<file path="src/rtl/pla_pkg.sv">
// pla_pkg: shared definitions for the runtime-programmable PLA.
//   - pla_state_e : configuration FSM states (PLA_IDLE, PLA_COPY)
//   - LIT_POS/NEG : bit offset of the true/complement literal inside an AND-row pair
//   - pla_cfg_w() : configuration data width, max(2*IN_WIDTH, TERMS)
package pla_pkg;

    typedef enum logic {
        PLA_IDLE = 1'b0,
        PLA_COPY = 1'b1
    } pla_state_e;

    // AND row bit 2i+LIT_POS requires in[i]=1, bit 2i+LIT_NEG requires in[i]=0.
    localparam int LIT_POS = 0;
    localparam int LIT_NEG = 1;

    function automatic int pla_cfg_w(input int in_width, input int terms);
        return (2 * in_width > terms) ? 2 * in_width : terms;
    endfunction

endpackage

</file>
<file path="src/rtl/pla_plane.sv">
// pla_plane: shadow/active storage pair for one PLA plane.
// Rows are addressed in the global configuration address space starting at BASE.
// Ports:
//   i_clk, i_rst            clock, asynchronous active-high reset
//   i_wr_en/i_wr_addr/data  shadow row write (ignored if the address is not ours)
//   i_cp_en/i_cp_addr       copy one shadow row into the active plane
//   o_active                active rows, consumed by the evaluation logic
module pla_plane #(
    parameter int ROWS = 8,
    parameter int W    = 8,
    parameter int AW   = 4,
    parameter int BASE = 0
) (
    input  logic          i_clk,
    input  logic          i_rst,
    input  logic          i_wr_en,
    input  logic [AW-1:0] i_wr_addr,
    input  logic [W-1:0]  i_wr_data,
    input  logic          i_cp_en,
    input  logic [AW-1:0] i_cp_addr,
    output logic [W-1:0]  o_active [ROWS]
);

    logic [W-1:0] r_shadow [ROWS];
    logic [W-1:0] r_active [ROWS];

    always_ff @(posedge i_clk or posedge i_rst) begin
        if (i_rst) begin
            for (int r = 0; r < ROWS; r++) begin
                r_shadow[r] <= '0;
                r_active[r] <= '0;
            end
        end else begin
            for (int r = 0; r < ROWS; r++) begin
                if (i_wr_en && (i_wr_addr == AW'(BASE + r))) r_shadow[r] <= i_wr_data;
                if (i_cp_en && (i_cp_addr == AW'(BASE + r))) r_active[r] <= r_shadow[r];
            end
        end
    end

    assign o_active = r_active;

endmodule

</file>
<file path="src/rtl/pla_prog.sv">
// pla_prog: runtime-programmable registered PLA.
// AND/OR planes (and the polarity row when PLA_PROG_POLARITY_EN is defined) are
// written into shadow storage over a valid/ready port, then copied one row per
// cycle into the active planes on a commit request.
// Ports:
//   clk, rst                clock, asynchronous active-high reset
//   pla_in / pla_out        logic inputs / registered outputs (1-cycle latency)
//   out_valid               pla_out reflects a committed, stable configuration
//   cfg_valid/cfg_ready     write handshake; cfg_addr row address, cfg_data row data
//   cfg_commit              request shadow-to-active copy
//   cfg_busy                copy in progress
//   cfg_err                 sticky: write to an unmapped address (cleared by a copy)
//   dbg_state               current FSM state
// Handshake: a write completes on the rising clock edge where cfg_valid and
// cfg_ready are both high; cfg_ready depends only on the registered FSM state.
module pla_prog
    import pla_pkg::*;
#(
    parameter int  IN_WIDTH  = 4,
    parameter int  OUT_WIDTH = 4,
    parameter int  TERMS     = 8,
    localparam int CFG_W     = pla_cfg_w(IN_WIDTH, TERMS),
    localparam int AW        = $clog2(TERMS + OUT_WIDTH + 1)
) (
    input  logic                 clk,
    input  logic                 rst,
    input  logic [IN_WIDTH-1:0]  pla_in,
    output logic [OUT_WIDTH-1:0] pla_out,
    output logic                 out_valid,
    input  logic                 cfg_valid,
    output logic                 cfg_ready,
    input  logic [AW-1:0]        cfg_addr,
    input  logic [CFG_W-1:0]     cfg_data,
    input  logic                 cfg_commit,
    output logic                 cfg_busy,
    output logic                 cfg_err,
    output pla_state_e           dbg_state
);

`ifdef PLA_PROG_POLARITY_EN
    localparam int NROWS = TERMS + OUT_WIDTH + 1;
`else
    localparam int NROWS = TERMS + OUT_WIDTH;
`endif

    pla_state_e           r_state;
    pla_state_e           w_next_state;
    logic [AW-1:0]        r_cnt;
    logic                 r_err;
    logic [OUT_WIDTH-1:0] r_out;

    logic                    w_wr_fire;
    logic                    w_mapped;
    logic                    w_wr_en;
    logic                    w_cp_en;
    logic                    w_last;
    logic [2*IN_WIDTH-1:0]   w_and [TERMS];
    logic [TERMS-1:0]        w_or  [OUT_WIDTH];
    logic [OUT_WIDTH-1:0]    w_pol;
    logic [TERMS-1:0]        w_term;
    logic [OUT_WIDTH-1:0]    w_eval;

    assign w_wr_fire = cfg_valid & cfg_ready;
    assign w_mapped  = (cfg_addr < AW'(NROWS));
    assign w_wr_en   = w_wr_fire & w_mapped;
    assign w_cp_en   = (r_state == PLA_COPY);
    assign w_last    = (r_cnt == AW'(NROWS - 1));

    pla_plane #(.ROWS(TERMS), .W(2*IN_WIDTH), .AW(AW), .BASE(0)) u_and_plane (
        .i_clk(clk), .i_rst(rst),
        .i_wr_en(w_wr_en), .i_wr_addr(cfg_addr), .i_wr_data(cfg_data[2*IN_WIDTH-1:0]),
        .i_cp_en(w_cp_en), .i_cp_addr(r_cnt), .o_active(w_and)
    );

    pla_plane #(.ROWS(OUT_WIDTH), .W(TERMS), .AW(AW), .BASE(TERMS)) u_or_plane (
        .i_clk(clk), .i_rst(rst),
        .i_wr_en(w_wr_en), .i_wr_addr(cfg_addr), .i_wr_data(cfg_data[TERMS-1:0]),
        .i_cp_en(w_cp_en), .i_cp_addr(r_cnt), .o_active(w_or)
    );

`ifdef PLA_PROG_POLARITY_EN
    logic [OUT_WIDTH-1:0] w_pol_row [1];

    pla_plane #(.ROWS(1), .W(OUT_WIDTH), .AW(AW), .BASE(TERMS + OUT_WIDTH)) u_pol_plane (
        .i_clk(clk), .i_rst(rst),
        .i_wr_en(w_wr_en), .i_wr_addr(cfg_addr), .i_wr_data(cfg_data[OUT_WIDTH-1:0]),
        .i_cp_en(w_cp_en), .i_cp_addr(r_cnt), .o_active(w_pol_row)
    );
    assign w_pol = w_pol_row[0];
`else
    assign w_pol = '0;
`endif

    // FSM state register, copy row counter and sticky error.
    always_ff @(posedge clk or posedge rst) begin
        if (rst) begin
            r_state <= PLA_IDLE;
            r_cnt   <= '0;
            r_err   <= 1'b0;
        end else begin
            r_state <= w_next_state;
            if ((r_state == PLA_COPY) && !w_last) r_cnt <= r_cnt + AW'(1);
            else                                  r_cnt <= '0;
            // Unmapped writes can only complete in IDLE, so they never race the clear.
            if ((r_state == PLA_COPY) && w_last) r_err <= 1'b0;
            else if (w_wr_fire && !w_mapped)     r_err <= 1'b1;
        end
    end

    always_comb begin
        w_next_state = r_state;
        case (r_state)
            PLA_IDLE: if (cfg_commit) w_next_state = PLA_COPY;
            PLA_COPY: if (w_last)     w_next_state = PLA_IDLE;
            default:                  w_next_state = PLA_IDLE;
        endcase
    end

    // Term evaluation: a selected literal that is not satisfied kills the term,
    // so an empty row is constant 1 and a row selecting both literals is 0.
    always_comb begin
        w_term = '1;
        for (int t = 0; t < TERMS; t++) begin
            for (int i = 0; i < IN_WIDTH; i++) begin
                if (w_and[t][2*i+LIT_POS] && !pla_in[i]) w_term[t] = 1'b0;
                if (w_and[t][2*i+LIT_NEG] &&  pla_in[i]) w_term[t] = 1'b0;
            end
        end
        w_eval = '0;
        for (int o = 0; o < OUT_WIDTH; o++) begin
            w_eval[o] = (|(w_term & w_or[o])) ^ w_pol[o];
        end
    end

    // Output register is frozen while the active planes are partially updated.
    always_ff @(posedge clk or posedge rst) begin
        if (rst)                      r_out <= '0;
        else if (r_state == PLA_IDLE) r_out <= w_eval;
    end

    assign pla_out   = r_out;
    assign out_valid = (r_state == PLA_IDLE);
    assign cfg_ready = (r_state == PLA_IDLE);
    assign cfg_busy  = (r_state == PLA_COPY);
    assign cfg_err   = r_err;
    assign dbg_state = r_state;

endmodule

</file>
<file path="config.mk">
export PLATFORM = sky130hd
export DESIGN_NAME = pla_prog
export DESIGN_NICKNAME = d
export VERILOG_FILES = /design/src/rtl/pla_pkg.sv /design/src/rtl/pla_plane.sv /design/src/rtl/pla_prog.sv
export SDC_FILE = /design/constraint.sdc
export NUM_CORES = 1
export LEC_CHECK = 0
export CELL_PAD_IN_SITES_DETAIL_PLACEMENT = 1
export CELL_PAD_IN_SITES_GLOBAL_PLACEMENT = 2
export CORE_MARGIN = 3
export CORE_UTILIZATION = 41
export CTS_CLUSTER_DIAMETER = 150
export DETAILED_ROUTE_END_ITERATION = 16
export GPL_TIMING_DRIVEN = 0
export MAX_ROUTING_LAYER = met4
export PLACE_DENSITY_LB_ADDON = 0.1
export SYNTH_ARGS = -nofsm -noshare
export SYNTH_HDL_FRONTEND = slang
export SYNTH_SLANG_ARGS = --single-unit
</file>
<file path="constraint.sdc">
create_clock -name clk -period 7.5 [get_ports clk]
set_input_delay 1.875 -clock clk [delete_from_list [all_inputs] [get_ports clk]]
set_output_delay 1.875 -clock clk [all_outputs]
set_load 0.02 [all_outputs]
</file>
==> results of run 1 <==
worst paths after layout:
kind / start / endpoint / slack [ns]
worst max-delay path: cfg_busy / out_valid / 3.63
worst min-delay path: u_and_plane.r_shadow[3] / u_and_plane.r_shadow[3] / 0.48
worst max register to register: cfg_busy / u_and_plane.r_shadow[38] / 5.37
worst min register to register: u_and_plane.r_shadow[3] / u_and_plane.r_shadow[3] / 0.48
max in group asynchronous: rst / u_or_plane.o_active[18] / 4.67
min in group asynchronous: rst / u_and_plane.r_shadow[40] / 1.80
synthesized netlist by cell type, drive strengths merged, types with 5 or more instances:
master | number | area share (%)
buf | 13 | 1.1
mux2 | 192 | 26
inv | 9 | 0.43
mux2i | 32 | 3.8
and3 | 5 | 0.37
a21oi | 5 | 0.30
dfrtp | 202 | 60
and4 | 8 | 0.84
nand3 | 7 | 0.84
nand2 | 15 | 0.94
clkbuf | 10 | 0.46
area by class of cell:
class	instances	area [sq um]	share of cell area [%]
flip-flops and latches	202	5050	52.2
multi-input cells	305	3150	32.6
clock buffers	34	657	6.79
well taps	265	332	3.43
repair buffers	25	268	2.77
plain buffers	23	128	1.32
clock inverters	4	45.0	0.465
inverters	9	43.8	0.452
where the power goes:
part           internal (mW)  switching [mW]  total [mW]
Sequential              1.42           0.176        1.59
Combinational          0.466           0.538        1.00
Clock                  0.634           0.416        1.05
Total                   2.52            1.13        3.65
cells by family (layout without fill, tap and decap cells):
kind of cell,count (synthesis),after routing,share of synthesized area [%]
AOI/OAI and AO/OA,24,24,2.30
adders and majority gates,4,4,0.598
DFF,202,202,60.4
muxes,224,224,29.7
buffers and inverters,32,95,1.96
and+or+nand+nor,52,52,4.98
xor gates and xnor gates,1,1,0.105
worst max-delay path: stages (launching register included):
cell,delay [ns]
dfrtp_1,0.52
inv_4,0.22
buf_4,0.14
clkdlybuf4s50_1,0.61
through the flow:
step           utilization, %  TNS (ns)
2_1_floorplan               -         0
6_report                 48.9         0
3_5_place_dp             45.4         0
4_1_cts                  48.9         0
5_1_grt                  48.9         0
3_3_place_gp             45.2   -439.44
state kept, by name, summed over array words and instances, names as in the netlist:
name                  cells
u_or_plane.r_shadow      32
u_and_plane.o_active     64
u_and_plane.r_shadow     64
cfg_err                   1
u_or_plane.o_active      32
r_cnt                     4
pla_out                   4
cfg_busy                  1
layer usage:
metal  share of wire, %  GRT usage (%)
met1                 47           25.6
met2                 49           31.4
met3                2.5           2.67
met4                1.9           3.94
met5                  0              -
==> impl_metrics.json, run 1 <==
{
  "postSynthCellCount": 539,
  "numCtsBuffers": 23,
  "rows": 51,
  "power_density_nw_per_um2": 377,
  "core_area_sq_um": 19800,
  "drc_errors": 0,
  "fp.dieH_microns": 149,
  "cts_setup_buffers": 0,
  "fin_nets": 613,
  "fin_worst_hold_slack_ns": 0.482,
  "finalInstanceArea_sq_um": 9680,
  "pre_cts_slack_ns": 3.68,
  "outcome": "completed",
  "gp_congestion": 0.756,
  "vias_per_cell": 5.32,
  "synth.distinct_cells": 34,
  "worst_setup_path_start_kind": "flop",
  "yosys_warnings": 0,
  "vias": 4613,
  "dp.cells": 829,
  "hp-class": "reg2reg",
  "overflow": 0,
  "clkSinkCount": 202,
  "period_needed_ns": 3.87,
  "fmax_mhz": 258,
  "mostFrequentLayoutCell": "dfrtp_1",
  "path_class": "reg2out",
  "wl_per_cell_microns": 23.1,
  "crit_arrival_ns": 2.00,
  "rsz0062_at_grt": "no",
  "synth_area_sq_um": 8370,
  "ys_async_sr_fraction_pct": 100,
  "ant_nets": 0,
  "fill_cells": 1902,
  "avgSynthCellArea_sq_um": 15.5,
  "drtIter0Drc": 131,
  "cts_resized": 0,
  "mostFrequentLayoutCells": "202 x dfrtp_1, 183 x mux2_2, 32 x mux2i_1, 24 x clkdlybuf4s50_1, 23 x clkbuf_16",
  "power_mw": 3.65,
  "start_util_pct": 42.3,
  "clockBufferDepth": 3,
  "grt_usage_pct": 19.1,
  "end_kind": "output pin",
  "grt_pass1_vias": 5236,
  "placed_area_sq_um": 8980,
  "final_cells": 867,
  "clk_latency_ns": 0.50,
  "synth_ff_type": "dfrtp_1",
  "worst_slew_pin_slew_ns": 1.04,
  "htreeDepth": 1,
  "die_w_microns": 149,
  "port_buffers": 24,
  "yosysSeqAreaShare_pct": 60.4,
  "leakage_nw": 4.81,
  "grt_max_degree": 138,
  "routed_wl_microns": 20000,
  "worst_slack_ns": 3.63,
  "whs_path_depth": 1,
  "relSlewSlack_pct": 30.6,
  "design.die.area_sq_um": 22200,
  "firstDrtPassIters": 5,
  "antenna_cells": 0,
  "grt_pass1_wl_microns": 31200,
  "max-vdd-ir-drop_uv": 191,
  "synth_edf_count": 0,
  "drive_above_1_share_pct": 41.7,
  "skew_ns": 0.0144,
  "maxCapViolations": 0,
  "critical_path_required_ns": 5.62,
  "ys_ff_latch": 202,
  "cts-root-buf": "clkbuf_16",
  "syn_to_final_growth_pct": 15.6,
  "cts_tree": "yes",
  "hold_buffers": 0,
  "cp_max_fo": 7,
  "antenna_found_initial": 0,
  "report.final.slew_viol_count": 0,
  "clk_pin_slew_ns": 0.06,
  "syn_nets": 563,
  "reg2reg_depth": 6,
  "dpl.hpwl_microns": 13100,
  "io_pins": 29,
  "finalHoldViolCount": 0,
  "period_share_pct": 51.6,
  "setup_violations": 0
}
Power figures use the tool's default switching activity.
==> inputs of run 2 (changes only) <==
--- a/config.mk
+++ b/config.mk
@@ -8,7 +8,7 @@
 export CELL_PAD_IN_SITES_DETAIL_PLACEMENT = 1
 export CELL_PAD_IN_SITES_GLOBAL_PLACEMENT = 2
 export CORE_MARGIN = 3
-export CORE_UTILIZATION = 41
+export CORE_UTILIZATION = 45
 export CTS_CLUSTER_DIAMETER = 150
 export DETAILED_ROUTE_END_ITERATION = 16
 export GPL_TIMING_DRIVEN = 0
==> constraint.sdc (replaced) <==
create_clock -name clk -period 3.6 [get_ports clk]
set_input_delay 0.9 -clock clk [delete_from_list [all_inputs] [get_ports clk]]
set_output_delay 0.9 -clock clk [all_outputs]
set_load 0.02 [all_outputs]
==> run 2 against run 1 <==
  * Utilization is 5.0 points higher
  * Worst hold slack gained 0.0066 ns
  * Sequential power is 110% higher
  * Die area fell by 8.5%
  * Sequential share of layout area fell by 0.37 points
  * Clock power up 120%
  * Critical path depth is the same
  * Clock skew fell by 0.0042 ns
  * First-iteration DRC count grew 65%
  * Cell area is 0.71% higher
  * Critical endpoint unchanged
  * Largest power group unchanged
==> impl_metrics.json, run 2 (synthesis gave the netlist of run 1 again) <==
{
  "placed_area_sq_um": 9000,
  "max-vdd-ir-drop_uv": 397,
  "cts_resized": 0,
  "end_kind": "output pin",
  "clk_pin_slew_ns": 0.06,
  "clk_latency_ns": 0.50,
  "crit_arrival_ns": 1.92,
  "power_density_nw_per_um2": 784,
  "fin_nets": 617,
  "fill_cells": 1713,
  "fp.dieH_microns": 142,
  "drc_errors": 0,
  "cts-root-buf": "clkbuf_16",
  "clkSinkCount": 202,
  "numCtsBuffers": 23,
  "drive_above_1_share_pct": 42.5,
  "leakage_nw": 4.86,
  "syn_to_final_growth_pct": 16.5,
  "antenna_cells": 0,
  "cts_tree": "yes",
  "pwr-share-clk_pct": 29.7,
  "mostFrequentLayoutCells": "202 x dfrtp_1, 183 x mux2_2, 32 x mux2i_1, 24 x clkdlybuf4s50_1, 23 x clkbuf_16",
  "hp-class": "reg2reg",
  "period_share_pct": 78.5,
  "mostFrequentLayoutCell": "dfrtp_1",
  "critPathSlowestCell": "clkdlybuf4s50_1",
  "worst_setup_path_start_kind": "flop",
  "path_class": "reg2out",
  "seqPwrFrac_pct": 43.3,
  "r2r-start": "cfg_busy",
  "finalHoldViolCount": 0,
  "hold_buffers": 0,
  "hp-start": "u_and_plane.r_shadow[7]",
  "ant_nets": 0,
  "report.final.slew_viol_count": 0,
  "fmax_mhz": 354,
  "die_w_microns": 142,
  "skew_ns": 0.0102,
  "tns_ns": 0,
  "p_sw_mw": 2.32,
  "switching_share_pct": 30.4,
  "gp_congestion": 0.781,
  "critical_path_required_ns": 2.70,
  "max_stage_delay_ns": 0.59,
  "final_cells": 838,
  "cp_cell_sequence": "inv_4 > buf_4 > clkdlybuf4s50_1",
  "port_buffers": 24,
  "drtIter0Drc": 216,
  "startpoint": "cfg_busy",
  "grt_pass1_wl_microns": 30200,
  "wl_per_cell_microns": 22.6,
  "rows": 49,
  "grt_usage_pct": 20.0,
  "antenna_found_initial": 2,
  "comb_power_share_pct": 27.0,
  "outcome": "completed",
  "io_pins": 29,
  "cp_max_fo": 7,
  "grt_max_degree": 44,
  "start_util_pct": 46.3,
  "maxCapViolations": 0,
  "worst_slew_pin_slew_ns": 1.03,
  "dp.cells": 797,
  "dpl.hpwl_microns": 12800,
  "finalInstanceArea_sq_um": 9750,
  "period_needed_ns": 2.82,
  "rsz0062_at_grt": "no",
  "overflow": 0,
  "p_int_mw": 5.32,
  "firstDrtPassIters": 4,
  "routed_wl_microns": 18900,
  "vias": 4615,
  "setup_violations": 0,
  "grt_pass1_vias": 5154,
  "vias_per_cell": 5.51,
  "clockBufferDepth": 3,
  "htreeDepth": 1,
  "relSlewSlack_pct": 31.4,
  "core_area_sq_um": 18100,
  "cts_setup_buffers": 0,
  "design.die.area_sq_um": 20300
}
run 2: per-layer routing:
| metal | vias up | global-route usage (%) | wire length [microns] |
|---|---|---|---|
| met5 | - | - | 0 |
| met3 | 28 | 2.79 | 544 |
| met2 | 63 | 31.7 | 9050 |
| met1 | 2452 | 27.8 | 8990 |
| li1 | 2072 | - | - |
| met4 | 0 | 4.20 | 357 |
run 2: metrics by stage:
stage	utilization (%)	total power, mW	worst slack [ns]	hold slack, ns
after floorplan	-	4.66	0.0837	0.454
after global placement	49.2	5.32	-1.30	0.465
after detailed placement	49.8	5.45	0.820	0.474
after CTS	53.9	7.75	0.741	0.492
after global routing	53.9	8.09	0.711	0.509
final	53.9	7.64	0.776	0.489
run 2: layout make-up:
cell class / count / area, sq um / area share [%]
clock buffer: 36 / 694 / 7.12
inverter: 9 / 40.0 / 0.411
timing repair buffer: 29 / 340 / 3.49
tap: 229 / 287 / 2.94
multi-input combinational: 305 / 3150 / 32.3
buffer: 23 / 128 / 1.31
clock inverter: 5 / 52.6 / 0.539
sequential: 202 / 5050 / 51.9
run 2: path summary, 6_finish.rpt:
path / to / slack [ns] / cells after the start
min in group asynchronous: u_and_plane.o_active[62] / 0.85 / 2
worst min-delay path: u_and_plane.r_shadow[7] / 0.49 / 1
worst min register to register: u_and_plane.r_shadow[7] / 0.49 / 1
worst max-delay path: out_valid / 0.78 / 3
worst max register to register: u_and_plane.r_shadow[38] / 1.58 / 6
max in group asynchronous: u_or_plane.o_active[19] / 1.85 / 4
run 2: power by group through the flow:
stage               clock [mW]  sequential, mW  combinational, mW
floorplan                    0            3.26               1.40
detailed placement           0            3.34               2.10
global route              2.44            3.39               2.26
CTS                       2.33            3.31               2.11
global placement             0            3.30               2.03
finish                    2.27            3.31               2.06
run 2: worst max-delay path, delay by kind of cell, from the launching register on:
family,cells,cell delay (ns)
buffers and inverters,3,0.92
flip-flops,1,0.49
